### config.mk
export PLATFORM = sky130hd
export DESIGN_NAME = tnn_feature_packer
export DESIGN_NICKNAME = d
export VERILOG_FILES = /design/src/rtl/tnn_feature_packer.sv
export SDC_FILE = /design/constraint.sdc
export NUM_CORES = 1
export LEC_CHECK = 0
export ABC_CLOCK_PERIOD_IN_PS = 2400
export CAP_MARGIN = 5
export CORE_UTILIZATION = 50
export DETAILED_ROUTE_END_ITERATION = 12
export PLACE_DENSITY_LB_ADDON = 0.2
export SETUP_SLACK_MARGIN = 0.2
export SLEW_MARGIN = 0
export SYNTH_ARGS = -nofsm -noshare
export SYNTH_HDL_FRONTEND = slang
export SYNTH_SLANG_ARGS = --single-unit
export TNS_END_PERCENT = 30
### constraint.sdc
create_clock -name clk -period 2.4 [get_ports clk]
set_clock_uncertainty 0.15 [all_clocks]
set_input_delay 0.72 -clock clk [delete_from_list [all_inputs] [get_ports clk]]
set_output_delay 0.72 -clock clk [all_outputs]
set_load 0.005 [all_outputs]
### src/rtl/tnn_feature_packer.sv
// Quantizes raw feature beats to 2 bits and packs N_FEAT of them into one double-buffered output vector.
// Optional saturating vector/drop counters are enabled with `define TNN_PACK_STATS_EN.
module tnn_feature_packer #(
  parameter int N_FEAT = 5,
  parameter int RAW_W = 8,
  parameter logic [RAW_W-1:0] TH0 = 8'd64,
  parameter logic [RAW_W-1:0] TH1 = 8'd128,
  parameter logic [RAW_W-1:0] TH2 = 8'd192
) (
  input  logic                  clk,
  input  logic                  rst_n,
  input  logic                  in_valid,
  output logic                  in_ready,
  input  logic [RAW_W-1:0]      in_data,
  input  logic                  in_last,
  output logic                  out_valid,
  input  logic                  out_ready,
  output logic [2*N_FEAT-1:0]   out_vec,
  output logic                  err
`ifdef TNN_PACK_STATS_EN
  ,
  output logic [15:0]           vec_cnt,
  output logic [15:0]           drop_cnt
`endif
);

  localparam int VEC_W = 2 * N_FEAT;
  localparam int IDX_W = $clog2(N_FEAT);
  localparam logic [IDX_W-1:0] LAST_IDX = IDX_W'(N_FEAT - 1);

  typedef enum logic [1:0] {
    COLLECT = 2'd0,
    FULL    = 2'd1,
    DRAIN   = 2'd2
  } state_t;

  state_t             state_reg;
  logic [IDX_W-1:0]   idx_reg;
  logic [VEC_W-1:0]   out_vec_reg;
  logic               out_valid_reg;
  logic               in_ready_reg;
  logic               err_reg;
  logic [1:0]         q;
  logic [VEC_W-1:0]   collect_vec;
  logic [VEC_W-1:0]   complete_vec;

  logic accept, out_hs, collecting, at_end, complete, short_err, long_err, out_free;

  // Equality selects the higher bin.
  always_comb begin
    q = 2'd0;
    if (in_data >= TH2)
      q = 2'd3;
    else if (in_data >= TH1)
      q = 2'd2;
    else if (in_data >= TH0)
      q = 2'd1;
  end

  assign accept     = in_valid & in_ready_reg;
  assign out_hs     = out_valid_reg & out_ready;
  assign collecting = accept && (state_reg == COLLECT);
  assign at_end     = (idx_reg == LAST_IDX);
  assign complete   = collecting && at_end && in_last;
  assign short_err  = collecting && in_last && !at_end;
  assign long_err   = collecting && at_end && !in_last;
  assign out_free   = !out_valid_reg || out_ready;

  genvar gi;
  generate
    for (gi = 0; gi < N_FEAT; gi++) begin : g_lane
      logic [1:0] lane_reg;
      always_ff @(posedge clk or negedge rst_n) begin
        if (!rst_n)
          lane_reg <= 2'd0;
        else if (collecting && (idx_reg == IDX_W'(gi)))
          lane_reg <= q;
      end
      assign collect_vec[2*gi +: 2] = lane_reg;
    end
  endgenerate

  // The final beat bypasses the collect register so a free output loads with 1-cycle latency.
  assign complete_vec = {q, collect_vec[VEC_W-3:0]};

  always_ff @(posedge clk or negedge rst_n) begin
    if (!rst_n) begin
      state_reg     <= COLLECT;
      idx_reg       <= '0;
      out_vec_reg   <= '0;
      out_valid_reg <= 1'b0;
      in_ready_reg  <= 1'b1;
      err_reg       <= 1'b0;
    end else begin
      err_reg <= short_err | long_err;
      if (out_hs)
        out_valid_reg <= 1'b0;
      case (state_reg)
        COLLECT: begin
          if (complete) begin
            if (out_free) begin
              out_vec_reg   <= complete_vec;
              out_valid_reg <= 1'b1;
              idx_reg       <= '0;
            end else begin
              state_reg    <= FULL;
              in_ready_reg <= 1'b0;
            end
          end else if (short_err) begin
            idx_reg <= '0;
          end else if (long_err) begin
            idx_reg   <= '0;
            state_reg <= DRAIN;
          end else if (collecting) begin
            idx_reg <= idx_reg + 1'b1;
          end
        end
        FULL: begin
          if (out_hs) begin
            out_vec_reg   <= collect_vec;
            out_valid_reg <= 1'b1;
            idx_reg       <= '0;
            state_reg     <= COLLECT;
            in_ready_reg  <= 1'b1;
          end
        end
        DRAIN: begin
          if (accept && in_last)
            state_reg <= COLLECT;
        end
        default: begin
          state_reg    <= COLLECT;
          idx_reg      <= '0;
          in_ready_reg <= 1'b1;
        end
      endcase
    end
  end

  assign in_ready  = in_ready_reg;
  assign out_valid = out_valid_reg;
  assign out_vec   = out_vec_reg;
  assign err       = err_reg;

`ifdef TNN_PACK_STATS_EN
  logic [15:0] vec_cnt_reg;
  logic [15:0] drop_cnt_reg;

  always_ff @(posedge clk or negedge rst_n) begin
    if (!rst_n) begin
      vec_cnt_reg  <= 16'd0;
      drop_cnt_reg <= 16'd0;
    end else begin
      if (out_hs && (vec_cnt_reg != 16'hFFFF))
        vec_cnt_reg <= vec_cnt_reg + 16'd1;
      if ((short_err || long_err) && (drop_cnt_reg != 16'hFFFF))
        drop_cnt_reg <= drop_cnt_reg + 16'd1;
    end
  end

  assign vec_cnt  = vec_cnt_reg;
  assign drop_cnt = drop_cnt_reg;
`endif

endmodule

### Word level (Yosys, flattened, before mapping)

Cells that the tools add are included.

| word-level totals | value |
|---|---|
| bits in registers | 28 |
| input bits | 13 |
| output and inout bits | 13 |
| word-level logic and storage cells | 87 |

| cells by class | value |
|---|---|
| add/subtract/negate cells | 1 |
| order comparisons | 3 |
| equal/unequal tests | 16 |
| multiplexer cells | 30 |
| bitwise gates (word level) | 4 |
| reduce and logical (&&, ||, !) cells | 22 |

Operators with widths:

| operator | number |
|---|---|
| $mux W10 | 3 |
| $pmux W10 S2 | 1 |
| $mux W3 | 6 |
| $ge A8 B8 Y1 const B | 2 |
| $mux W2 | 8 |
| $ne A3 B3 Y1 const B | 4 |
| $reduce_and A4 Y1 | 3 |
| $logic_and A1 B1 Y1 | 11 |
| $ne A2 B2 Y1 const B | 5 |
| $pmux W3 S3 | 1 |
| $ge A8 B7 Y1 const B | 1 |
| $mux W1 | 8 |
| $eq A3 B2 Y1 const B | 2 |
| $pmux W2 S3 | 1 |
| $ne A5 B5 Y1 const B | 1 |
| $reduce_and A5 Y1 | 1 |
| $add A3 B1 Y3 const B | 1 |
| $eq A3 B1 Y1 const B | 1 |
| $eq A3 B3 Y1 const B | 1 |
| $logic_not A1 Y1 | 3 |
| $logic_not A3 Y1 | 1 |
| $pmux W1 S3 | 1 |
| $and A1 B1 Y1 | 2 |
| $eq A2 B1 Y1 const B | 1 |
| 7 further kinds | 7 |

### Depth between registers and ports, before layout

Gate-level depths: netlist of the first run.

| logic depth | value |
|---|---|
| word-level depth | 8 |
| depth in mapped cells | 6 |
| gate-level depth less buffers | 6 |

### Least setup slack after synthesis of the first run

No wires, ideal clock.

| timing | value |
|---|---|
| path type | in2reg |
| from | in in_valid |
| to | reg out_vec_reg[0] (netlist: out_vec[0]) |
| data arrival time | 1.519 ns |
| required time | 2.125 ns |
| setup slack | 0.606 ns |
| stages on the path | 4 |
| path buffers | 0 |
| cells stage by stage | nand4bb_4 > nor2_4 > o21ai_4 > mux2_2 |

| on the way | value |
|---|---|
| longest elaborated chain between the ends | 6 |

Ends and longest elaborated chain:

| what | line | RTL |
|---|---|---|
| start, declared | 12 | `input logic in_valid,` |
| $and A1 B1 Y1 | 60 | `assign accept = in_valid & in_ready_reg;` |
| $logic_and A1 B1 Y1 | 62 | `assign collecting = accept && (state_reg == COLLECT);` |
| $logic_and A1 B1 Y1 (2 in series) | 64 | `assign complete = collecting && at_end && in_last;` |
| $ne A2 B2 Y1 (no line) | -- |  |
| $reduce_and A4 Y1 (no line) | -- |  |
| end signal, assigned | 102 | `out_vec_reg <= complete_vec;` |
| end signal, assigned | 120 | `out_vec_reg <= collect_vec;` |
| end, declared | 39 | `logic [VEC_W-1:0] out_vec_reg;` |

No other way between the ends.
A chain may end at the register's enable or synchronous reset.

### Worst setup path after layout of the first run

| timing | value |
|---|---|
| from | reg out_valid_reg (netlist: out_valid) |
| to | out out_valid |

RTL lines:

| what | line | RTL |
|---|---|---|
| start, declared | 40 | `logic out_valid_reg;` |
| start signal, assigned | 91 | `out_valid_reg <= 1'b0;` |
| start signal, assigned | 97 | `out_valid_reg <= 1'b0;` |
| start signal, assigned | 103 | `out_valid_reg <= 1'b1;` |
| end, declared | 16 | `output logic out_valid,` |

No word-level cell between the ends.

==> out/qor.yml, run 1 <==
hold_buffers: 0
worstPathCellList: "clkdlybuf4s50_1"
tritoncts: "built"
diodes: 0
ant_nets: 0
root_buffer: "clkbuf_4"
cp-start-kind: "register"
cts_made_buffers: 3
postSynthAreaPerCell_um2: 13.4
dpl_cell_area_um2: 1570
fin_area_um2: 1650
path_buf_inv: 1
layout_common_cells: "27 x dfrtp_1, 23 x mux2_2, 18 x clkdlybuf4s50_1, 10 x buf_4, 6 x inv_1"
cpMaxStageDelayCell: "clkdlybuf4s50_1"
numClockSinks: 28
row_count: 17
ios: 26
wl_met1_mm: 1.03
antenna_found_initial: 0
maxCapViolCount: 0
layout_commonest_cell: "dfrtp_1"
dp.final_hpwl_mm: 1.66
worstSetupStartpoint: "out_valid"
cts_htree_levels: 1
die_w_um: 52.5
dieHeight_um: 52.5
r2r-start: "idx_reg[0]"
critPathArrivalTime_ns: 1.24
drtPass1Iterations: 4
hold_path.class: "reg -> reg"
hold_viol_final: 0
die_area_um2: 2760
peakVddDrop_mv: 0.637
syn_inst: 95
slew_headroom: 0.764
finalCritPeriodShare: 0.877
overflow: 0
tns_ns: 0
grt_max_degree: 29
grt_usage: 0.192
min_period_ns: 2.11
tightest_slew_ns: 0.351
drc: 0
syn_to_final_growth_pct: 29.1
wl_met2_mm: 1.13
synth_cell_types: 24
status: "completed"
wl_per_cell_um: 14.3
critPathCaptureType: "output port"
cp_top_family: "buffers and inverters"
power.total_mw: 1.51
grt_pass1_wl_mm: 3.78
multi_input_area_um2: 552
clk-insertion-delay-late_ns: 0.32
synth_area_um2: 1280
core_area_um2: 2320
max_stage_delay_ns: 0.51
regArea_um2: 702
grt_pass1_vias: 806
max_freq_mhz: 475
crit_type: "reg -> out"
finalWirelength_mm: 2.24
highest_layer: "met4"
layout-drive-gt1-share: 0.349
gp_congestion: 0.789
drt_iter0_drc: 14
vias: 842
start_util: 0.550
p_per_area_nw_per_um2: 916
port_buffers: 19
clkTransAtPathRegs_ns: 0.15
cp.required_ns: 1.53
cts_max_path_buffers: 2
nets: 148
leakage_nw: 0.770
ys_seq_area_frac: 0.550
setup-violations-final: 0
viasPerCell: 5.36
hp-start: "out_vec[5]"
drv_slew: 0
yosys_register_bits: 28
rsz0062_at_grt: "no"
worst-path-max-fanout: 3
wl_met3_um: 61
nFillCells: 174
syn_nets: 113
ys_warn_count: 0
## routing by layer
| metal | track usage | up-vias |
|---|---|---|
| li1 | - | 403 |
| met1 | 0.269 | 421 |
| met2 | 0.304 | 16 |
| met3 | 0.0232 | 2 |
| met4 | 0.0702 | 0 |
| met5 | 0 | - |
## cells by family (layout without fill, tap and decap cells)
group	count (synthesis)	count (layout)	synth area share
xor+xnor	1	1	0.00686
flops	28	28	0.550
fa+ha+maj	5	5	0.0490
simple gates	21	21	0.108
buf+inv	6	40	0.0176
compound gates	11	11	0.0657
mux	23	23	0.203
## Yosys cell counts
master,number,area share
a21oi_1,1,0.0039
a22o_1,2,0.014
a311oi_1,1,0.0069
a31o_2,1,0.0069
a31oi_1,2,0.0098
and2_0,1,0.0049
and2_1,2,0.0098
and2b_2,2,0.014
dfrtp_1,27,0.53
dfstp_2,1,0.021
ha_1,5,0.049
inv_1,6,0.018
mux2_2,23,0.20
nand2_1,4,0.012
nand3_1,1,0.0039
nand4_1,1,0.0049
nand4bb_4,1,0.022
nor2_1,5,0.015
nor2_4,1,0.0088
nor2b_1,2,0.0098
nor3_1,1,0.0039
o21ai_0,3,0.012
o21ai_4,1,0.013
xnor2_1,1,0.0069
## final timing paths
path / to / slack, ns / cells past startpoint
max in group asynchronous: in_ready / 1.19 / 2
min in group asynchronous: g_lane[0].lane_reg[1] / 0.60 / 2
worst min-delay path: out_vec[5] / 0.37 / 1
worst max register to register: idx_reg[0] / 0.55 / 6
worst max-delay path: out_valid / 0.29 / 1
worst min register to register: out_vec[5] / 0.37 / 1
## stage by stage
stage           util  setup WS, ns  std cells  hold slack [ns]
4_1_cts        0.704         0.241        155            0.376
3_3_place_gp   0.679        0.0590        150            0.336
3_5_place_dp   0.679        0.0273        150            0.342
5_1_grt        0.711         0.244        157            0.393
2_1_floorplan      -         0.606         95            0.274
6_report       0.711         0.294        157            0.371
## final cells by class
type / instances / share of cell area
well taps: 28 / 0.0213
multi-input cells: 61 / 0.335
clock buffers: 3 / 0.0137
clock inverters: 1 / 0.0182
repair buffers: 30 / 0.172
inverters: 6 / 0.0137
flip-flops and latches: 28 / 0.426
## where the power goes
group / leakage [nW] / switching [mW] / internal, mW
Clock: 0.0279 / 0.134 / 0.169
Sequential: 0.363 / 0.0903 / 0.631
Combinational: 0.380 / 0.177 / 0.308
Total: 0.770 / 0.401 / 1.11
## timing repair
| item | in CTS | in global routing |
|---|---|---|
| resized for setup | 1 | 0 |
| hold endpoints to repair | 0 | 0 |
| setup endpoints to repair | 1 | 1 |
| buffers inserted | 1 | 2 |
No activity file was read; power rests on OpenSTA's default activity.
==> inputs of run 2 (changes only) <==
Settings changed: ABC_CLOCK_PERIOD_IN_PS 2400 to 1700, CORE_UTILIZATION 50 to 45.
Clock period 2.4 ns to 1.7 ns, I/O delays scaled along.
==> run 2 against run 1 <==
Against the previous run: the run now ends with negative setup slack left; setup slack got worse by 0.38 ns; utilization decreased by 0.36 points; first-iteration DRC count decreased by 71%; sequential power increased by 41%; largest power group unchanged; register-to-register slack got worse by 0.63 ns; flip-flop and latch count unchanged; combinational power increased by 77%; non-clock buffer count increased by 16; worst hold slack got worse by 0.011 ns.
==> out/qor.yml, run 2 (synthesis results as in run 1) <==
start_util: 0.497  # -0.0534
row_count: 18  # +1
tns_ns: -1.11  # -1.11 ns
cpMaxStageDelayCell: "dfstp_2"
finalCritPeriodShare: 1.05
cts_htree_levels: 1  # unchanged
grt_usage: 0.196  # +0.00386
peakVddDrop_mv: 1.12  # +75%
setup-violations-final: 19  # +19
die_w_um: 55.3  # +5.2%
worst_slack_ns: -0.0846  # -0.379 ns
grt_max_degree: 29  # unchanged
ios: 26  # unchanged
cts_max_path_buffers: 2  # unchanged
cts_made_buffers: 3  # unchanged
dp.cells: 159  # +6.0%
cp.required_ns: 1.79  # +0.26 ns
drt_iter0_drc: 4  # -10
p_per_area_nw_per_um2: 1280  # +40%
root_buffer: "clkbuf_4"
grt_pass1_wl_mm: 4.64  # +23%
status: "finished, violations left"
violations: "negative setup slack"
viasPerCell: 5.19  # -3.3%
cp_top_family: "flip-flops"
tightest_slew_ns: 0.231  # -0.120 ns
layout-drive-gt1-share: 0.579  # +0.230
diodes: 0  # unchanged
core_area_um2: 2570  # +11%
maxCapViolCount: 0  # unchanged
grt_pass1_vias: 1017  # +26%
place_ws_ns: -0.537  # -0.564 ns
worst-path-max-fanout: 5  # +2
dp.final_hpwl_mm: 1.81  # +9.5%
path_buf_inv: 2  # +1
r2r_slack_ns: -0.08  # -0.63 ns
wl_per_cell_um: 15.7  # +10%
syn_to_final_growth_pct: 42.3
max_stage_delay_ns: 0.56  # +0.05 ns
cp-start-kind: "register"
overflow: 0  # unchanged
port_buffers: 19  # unchanged
finalWirelength_mm: 2.75  # +23%
die_area_um2: 3050  # +11%
fin_hold_ws_ns: 0.360  # -0.0111 ns
antenna_found_initial: 0  # unchanged
drtPass1Iterations: 4  # unchanged
gp_congestion: 0.765  # -3.1%
critPathArrivalTime_ns: 1.88  # +0.64 ns
clkTransAtPathRegs_ns: 0.15  # about the same
tritoncts: "built"
leakage_nw: 0.917  # +19%
numClockSinks: 28  # unchanged
layout_common_cells: "27 x dfrtp_1, 21 x buf_4, 17 x mux2_2, 12 x buf_2, 6 x mux2_4"
crit_type: "reg -> reg"
critPathCaptureType: "register"
dieHeight_um: 55.3  # +5.2%
drc: 0  # unchanged
rsz0062_at_grt: "yes"
final_cells: 175  # +11%
layout_commonest_cell: "dfrtp_1"
drv_slew: 0  # unchanged
hold_path.class: "in -> async"
nets: 164  # +11%
hold_viol_final: 0  # unchanged
vias: 908  # +7.8%
max_freq_mhz: 560
min_period_ns: 1.78
ant_nets: 0  # unchanged
slew_headroom: 0.845  # +0.0809
clk-insertion-delay-late_ns: 0.34  # +0.02 ns
worstPathCellList: "buf_6 > nand4bb_4 > nor2_4 > o21ai_4 > buf_12 > mux2_4"
==> run 2: area by class of cell <==
type / count / area (µm²)
fill: 195 / 752
sequential: 28 / 702
inverter: 6 / 22.5
timing repair buffer: 46 / 379
clock buffer: 3 / 22.5
multi-input combinational: 61 / 622
clock inverter: 1 / 30.0
tap: 30 / 37.5
==> run 2: stage by stage <==
step	util	power [mW]	cell area (µm²)
4_1_cts	0.695	2.28	1780
6_report	0.707	2.32	1820
2_1_floorplan	-	1.42	1290
3_5_place_dp	0.640	1.80	1640
5_1_grt	0.707	2.45	1820
3_3_place_gp	0.640	1.75	1640
==> run 2: worst register-to-register path, cell delays in order, from the launching register on <==
cell and delay (ns):
dfstp_2 0.56, buf_6 0.10, nand4bb_4 0.17, nor2_4 0.16
o21ai_4 0.11, buf_12 0.15, mux2_4 0.29
==> run 2: final timing paths <==
check                                start         end  cells past startpoint
worst min register to register  out_vec[3]  out_vec[3]                      1
min in group clk                out_vec[3]  out_vec[3]                      1
worst max register to register    in_ready  out_vec[2]                      6
worst min-delay path                 rst_n  out_vec[6]                      2
max in group asynchronous            rst_n    in_ready                      2
worst max-delay path              in_ready  out_vec[2]                      6
==> run 2: routing by layer <==
metal	wire, µm	share of wire	vias to the layer above	global-route usage
met3	91	0.033	4	0.0398
met4	54	0.020	0	0.0786
met2	1400	0.51	20	0.330
met1	1200	0.44	455	0.245
met5	0	0	-	0
li1	-	-	429	-
==> run 2: what timing repair did <==
item                       4_1_cts  5_1_grt
cloned                           1        0
setup endpoints to repair       39       39
pin swaps                        6        1
hold buffers                     0        0
buffers inserted                10        1
resized for setup               62        9
==> run 2: where the power goes <==
part | switching [mW] | internal (mW) | leakage, nW | total (mW)
clock network | 0.207 | 0.239 | 0.0279 | 0.446
registers | 0.124 | 0.891 | 0.363 | 1.02
logic | 0.336 | 0.523 | 0.526 | 0.859
total | 0.667 | 1.65 | 0.917 | 2.32
